==> src/rtl/regfile_write_arbiter.sv <==
`default_nettype none
// ============================================================================
//  Module      : regfile_write_arbiter
//  Description : Drives the single write port of the 32x32 register bank
//                from two producers: the single-cycle ALU writeback stage
//                (priority) and the multicycle mul/div unit (queued in a
//                small FIFO behind a valid/ready handshake). Publishes a
//                pending-destination mask for decode stalls and forces a
//                one-cycle ALU stall so queued results cannot starve.
//  Revision    : 1.0 - initial release
// ============================================================================
module regfile_write_arbiter #(
    parameter int DEPTH        = 4,
    parameter int STARVE_LIMIT = 8
) (
    input  logic        clock,
    input  logic        reset_n,
    input  logic        alu_valid,
    input  logic        alu_jal,
    input  logic [4:0]  alu_reg,
    input  logic [31:0] alu_data,
    output logic        alu_stall,
    input  logic        md_valid,
    output logic        md_ready,
    input  logic [4:0]  md_reg,
    input  logic [31:0] md_data,
    output logic [31:0] pending_mask,
    output logic        RegWrite,
    output logic [4:0]  write_register,
    output logic [31:0] write_data
);

    localparam int c_PTR_W = $clog2(DEPTH);
    localparam int c_CNT_W = c_PTR_W + 1;
    localparam int c_STV_W = $clog2(STARVE_LIMIT + 1);
    localparam logic [c_CNT_W-1:0] c_DEPTH = c_CNT_W'(DEPTH);
    localparam logic [c_STV_W-1:0] c_LIMIT = c_STV_W'(STARVE_LIMIT);
    localparam logic [4:0]         c_LINK_REG = 5'd31;

    // FIFO storage; slot-valid bits let the pending mask be a plain OR
    logic [4:0]         r_fifo_reg  [DEPTH];
    logic [31:0]        r_fifo_data [DEPTH];
    logic [DEPTH-1:0]   r_slot_valid;
    logic [c_PTR_W-1:0] r_wr_ptr;
    logic [c_PTR_W-1:0] r_rd_ptr;
    logic [c_CNT_W-1:0] r_count;

    logic [c_STV_W-1:0] r_starve;
    logic               r_alu_stall;
    logic               r_reg_write;
    logic [4:0]         r_write_register;
    logic [31:0]        r_write_data;

    logic [4:0]         w_alu_dst;
    logic               w_alu_live;
    logic               w_empty;
    logic               w_full;
    logic               w_pop;
    logic               w_push;
    logic [c_STV_W-1:0] w_starve_next;
    logic [31:0]        w_pending;

    assign w_alu_dst  = alu_jal ? c_LINK_REG : alu_reg;
    // A stalled ALU result is being held upstream and must not be taken yet
    assign w_alu_live = alu_valid & ~r_alu_stall & (w_alu_dst != 5'd0);
    assign w_empty    = (r_count == '0);
    assign w_full     = (r_count == c_DEPTH);
    assign w_pop      = ~w_alu_live & ~w_empty;
    // Zero-destination handshakes complete but carry nothing worth writing
    assign w_push     = md_valid & ~w_full & (md_reg != 5'd0);

    // Next starve count: saturating, cleared by any drain or an empty FIFO
    always_comb begin
        w_starve_next = r_starve;
        if (w_pop || w_empty) begin
            w_starve_next = '0;
        end else if (r_starve != c_LIMIT) begin
            w_starve_next = r_starve + c_STV_W'(1);
        end
    end

    // OR together the one-hot destinations of every occupied slot
    always_comb begin
        w_pending = '0;
        for (int i = 0; i < DEPTH; i++) begin
            if (r_slot_valid[i]) begin
                w_pending[r_fifo_reg[i]] = 1'b1;
            end
        end
    end

    // Payload storage needs no reset; slot-valid bits qualify its contents
    always_ff @(posedge clock) begin
        if (w_push) begin
            r_fifo_reg[r_wr_ptr]  <= md_reg;
            r_fifo_data[r_wr_ptr] <= md_data;
        end
    end

    // FIFO control, starvation guard and registered bank-write outputs
    always_ff @(posedge clock or negedge reset_n) begin
        if (!reset_n) begin
            r_slot_valid     <= '0;
            r_wr_ptr         <= '0;
            r_rd_ptr         <= '0;
            r_count          <= '0;
            r_starve         <= '0;
            r_alu_stall      <= 1'b0;
            r_reg_write      <= 1'b0;
            r_write_register <= 5'd0;
            r_write_data     <= 32'd0;
        end else begin
            // Push and pop never address the same slot: push needs !full,
            // and pop sharing the write slot would imply full or empty.
            if (w_push) begin
                r_slot_valid[r_wr_ptr] <= 1'b1;
                r_wr_ptr               <= r_wr_ptr + c_PTR_W'(1);
            end
            if (w_pop) begin
                r_slot_valid[r_rd_ptr] <= 1'b0;
                r_rd_ptr               <= r_rd_ptr + c_PTR_W'(1);
            end
            case ({w_push, w_pop})
                2'b10:   r_count <= r_count + c_CNT_W'(1);
                2'b01:   r_count <= r_count - c_CNT_W'(1);
                default: r_count <= r_count;
            endcase

            r_starve    <= w_starve_next;
            // The stall cycle always pops, so the counter clears and the
            // stall falls again on the following edge.
            r_alu_stall <= (w_starve_next == c_LIMIT);

            if (w_alu_live) begin
                r_reg_write      <= 1'b1;
                r_write_register <= w_alu_dst;
                r_write_data     <= alu_data;
            end else if (w_pop) begin
                r_reg_write      <= 1'b1;
                r_write_register <= r_fifo_reg[r_rd_ptr];
                r_write_data     <= r_fifo_data[r_rd_ptr];
            end else begin
                r_reg_write      <= 1'b0;
            end
        end
    end

    assign alu_stall      = r_alu_stall;
    assign md_ready       = ~w_full;
    assign pending_mask   = w_pending;
    assign RegWrite       = r_reg_write;
    assign write_register = r_write_register;
    assign write_data     = r_write_data;

endmodule
`default_nettype wire

==> config.mk <==
export PLATFORM = sky130hd
export DESIGN_NAME = regfile_write_arbiter
export DESIGN_NICKNAME = d
export VERILOG_FILES = /design/src/rtl/regfile_write_arbiter.sv
export SDC_FILE = /design/constraint.sdc
export NUM_CORES = 1
export LEC_CHECK = 0
export CAP_MARGIN = 0
export CORE_UTILIZATION = 50
export CTS_BUF_LIST = sky130_fd_sc_hd__clkbuf_4 sky130_fd_sc_hd__clkbuf_8 sky130_fd_sc_hd__clkbuf_16
export CTS_CLUSTER_DIAMETER = 30
export CTS_CLUSTER_SIZE = 25
export DETAILED_ROUTE_END_ITERATION = 7
export PLACE_DENSITY = 0.76
export SLEW_MARGIN = 10
export SYNTH_ARGS = -nofsm -noshare
export SYNTH_HDL_FRONTEND = slang
export SYNTH_SLANG_ARGS = --single-unit
==> constraint.sdc <==
create_clock -name clock -period 4.78 [get_ports clock]
set_input_delay 0.956 -clock clock [delete_from_list [all_inputs] [get_ports clock]]
set_output_delay 0.956 -clock clock [all_outputs]
set_load 0.05 [all_outputs]
==> results.yml <==
synth:
  syn_nets: 695
  syn_avg_cell_area_um2: 14.92
  synth_top_family_by_area: "multiplexers"
  yosys.area_share.simple_pct: 8.860
  ys_seq_area_share_pct: 64.32
  synthTopCellsByArea: "edfxtp_1 (49%), dfrtp_1 (15%), mux4_2 (9.2%), mux2i_1 (3.8%), nand2_1 (2.2%)"
  synthAdderAreaFrac_pct: 1.750
  synth_xor_area_share_pct: 0.6805
  synthMuxAreaShare_pct: 13.15
  yosysTopAreaCellShare_pct: 49.33
  synth-main-ff-cell: "edfxtp_1"
  yosys_register_bits: 202
  yosysMostFrequentCell: "edfxtp_1"
  syn-cell-area_um2: 9010
  yosys_warnings: 0
  synth_top_cell_by_area: "edfxtp_1"
  synth_edf_count: 148
  netlist_instances: 604
  synth-compound-area-share_pct: 8.846
  synth_common_cells: "edfxtp_1 (148), dfrtp_1 (54), nand2_1 (54), mux4_2 (37), mux2i_1 (34)"
  async_flop_share_pct: 26.73
  ys_types: 45
clock_network:
  cts_sinks: 202
  clock_path_buffers: 3
  ctsHoldBuffers: 0
  cts_tree: "built"
  clockRootBuffer: "clkbuf_16"
  cts_htree_levels: 2
  cts_buffers: 35
  cts_setup_buffers: 0
  cts.repair.resized: 0
  clk_latency_ns: 0.50
  path_clk_slew_ns: 0.05
route:
  drt-met1-wl_um: 8904
  drt_wl_total_um: 21690
  dr.pass1.iters: 6
  topRoutingLayerUsed: "met5"
  wl_per_cell_um: 21.34
  wl_met2_um: 10680
  drc: 0
  first_iter_violations: 618
  vias: 6050
  wl_met3_um: 1595
  via_per_inst: 5.955
  ant_nets: 0
global_route:
  antenna_found_initial: 1
  grt_pass1_wl_um: 33570
  grt_use_total_pct: 24.19
  grt_pass1_vias: 6268
  grt_max_degree: 77
  grt_remaining_overflow: 0
critical_path:
  cp_num_buf_inv: 1
  end_kind: "primary output"
  critPathRequiredTime_ns: 3.82
  cpPeakStageDelay_ns: 0.86
  critPathKind: "reg2out"
  slowest_stage: "clkdlybuf4s50_1"
  reg2reg_to: "r_count[2]"
  crit_chain: "nor3b_1, a22oi_1, o221ai_1, clkdlybuf4s50_1"
  r2r_cells: 8
  r2r_slack_ns: 2.42
  critPathArrivalTime_ns: 2.86
  startpoint_type: "flip-flop"
  r2r_start: "r_count[0]"
  crit_family: "buffers and inverters"
  critPathMaxFanout: 9
layout:
  finalInstanceArea_um2: 11840
  drive_gt1_share_pct: 15.42
  area_delta_synth_final_pct: 31.44
  fillers: 1223
  fin_nets: 855
  antennaDiodeCount: 0
  largest_reg_flops: 128
  multi_input_area_um2: 3008
  regArea_um2: 5798
floorplanning:
  pin_count: 151
  start_util_pct: 51.73
  dieArea_um2: 18560
  design.core.area_um2: 17420
  die_h_um: 136.2
  rows: 48
  dieWidth_um: 136.2
pwr:
  peakVddDrop_uv: 431.4
  total_power_mw: 7.529
  powerDensity_nw_per_um2: 635.7
  p_leak_nw: 4.403
timing:
  fmax_mhz: 262.0
  slew_violations: 0
  setup_viol: 0
  hold_violations: 0
  fin_ws_ns: 0.9639
  rsz0062_at_grt: "false"
  fin_crit_ns: 3.816
  clock_skew_ns: 0.02638
  finalSetupTns_ns: 0
  maxSlewHeadroom_pct: 17.42
  tightest_slew_ns: 1.239
  finalCritPeriodShare_pct: 79.83
  fin_hold_ws_ns: 0.5067
placed_design:
  pre_cts_ws_ns: 1.255
  port_buffers: 150
  place_area_um2: 10670
  place_congestion: 0.9200
  dp.final_hpwl_um: 13660
min_path:
  min_to: "r_count[2]"
  min_path_type: "reg2reg"
  worstHoldPathCells: 1
  worstHoldStart: "r_count[2]"
run:
  maxCapViolCount: 0
status:
  outcome: "finished, final reports clean"
metrics by stage:
stage | util, % | std cells
3_5_place_dp | 61.24 | 952
5_1_grt | 68.00 | 1016
2_1_floorplan | - | 604
4_1_cts | 68.00 | 1016
6_report | 68.00 | 1016
3_3_place_gp | 61.24 | 952
cells by family after synthesis:
| logic type | after synthesis |
|---|---|
| AOI/OAI and AO/OA | 115 |
| xor gates and xnor gates | 7 |
| adders and majority gates | 12 |
| buffers and inverters | 45 |
| DFF | 202 |
| muxes | 72 |
| and+or+nand+nor | 151 |
cell type report:
type,instances,area share (%)
inverters,14,0.4437
clock buffers,43,8.156
multi-input cells,357,25.40
clock inverters,21,1.775
repair buffers,154,12.89
flip-flops and latches,202,48.96
well taps,225,2.377
worst register-to-register path, delay by kind of cell, from the launching register on:
kind	cells	cell delay [ns]
XOR/XNOR	2	0.30
AND/OR/NAND/NOR	3	1.00
flip-flops	1	0.43
adder cells (fa/ha/maj)	2	0.46
buffers and inverters	1	0.08
cells in the final DEF (no fill, tap or decap), drive strengths merged, types with 4 or more instances in the layout:
cell           synthesis  layout
mux4                  37      37
o21ai                 33      33
o221ai                19      19
clkbuf                16      43
and2                   5       5
a21oi                 16      16
buf                   15       5
mux2i                 34      34
o22ai                  8       8
nor2                  30      30
clkdlybuf4s50          0     149
nor3b                  9       9
dfrtp                 54      54
and3                   6       6
nand2                 54      54
or3b                   7       7
a2bb2oi                7       7
a22oi                 16      16
clkinv                 0      13
o211ai                 6       6
and3b                  7       7
a221o                  7       7
xnor2                  4       4
inv                   14      17
nand3b                13      13
nand3                  7       7
edfxtp               148     148
ha                    11      11
report_power, final:
part | internal (mW) | switching, mW | leakage [nW]
Sequential | 2.34 | 0.346 | 2.00
Combinational | 1.01 | 1.42 | 1.82
Clock | 1.61 | 0.810 | 0.582
Total | 4.96 | 2.57 | 4.40
how the worst max path moves through the flow:
stage	startpoint	end	slack, ns	cells after the start
final	r_slot_valid[3]	pending_mask[16]	0.96	4
after global routing	r_fifo_reg[3][1]	pending_mask[16]	0.96	4
after CTS	r_fifo_reg[3][1]	pending_mask[16]	1.07	4
after detailed placement	md_reg[0]	r_count[2]	1.26	10
after global placement	md_reg[0]	r_count[2]	1.30	10
after floorplan	md_reg[0]	r_count[2]	1.93	9
per-layer routing:
metal | up-vias | global-route usage [%]
met2 | 287 | 40.44
met1 | 3004 | 31.64
met4 | 2 | 8.395
li1 | 2701 | -
met5 | - | 0
met3 | 56 | 4.661
(Power assumes the default switching activity.)
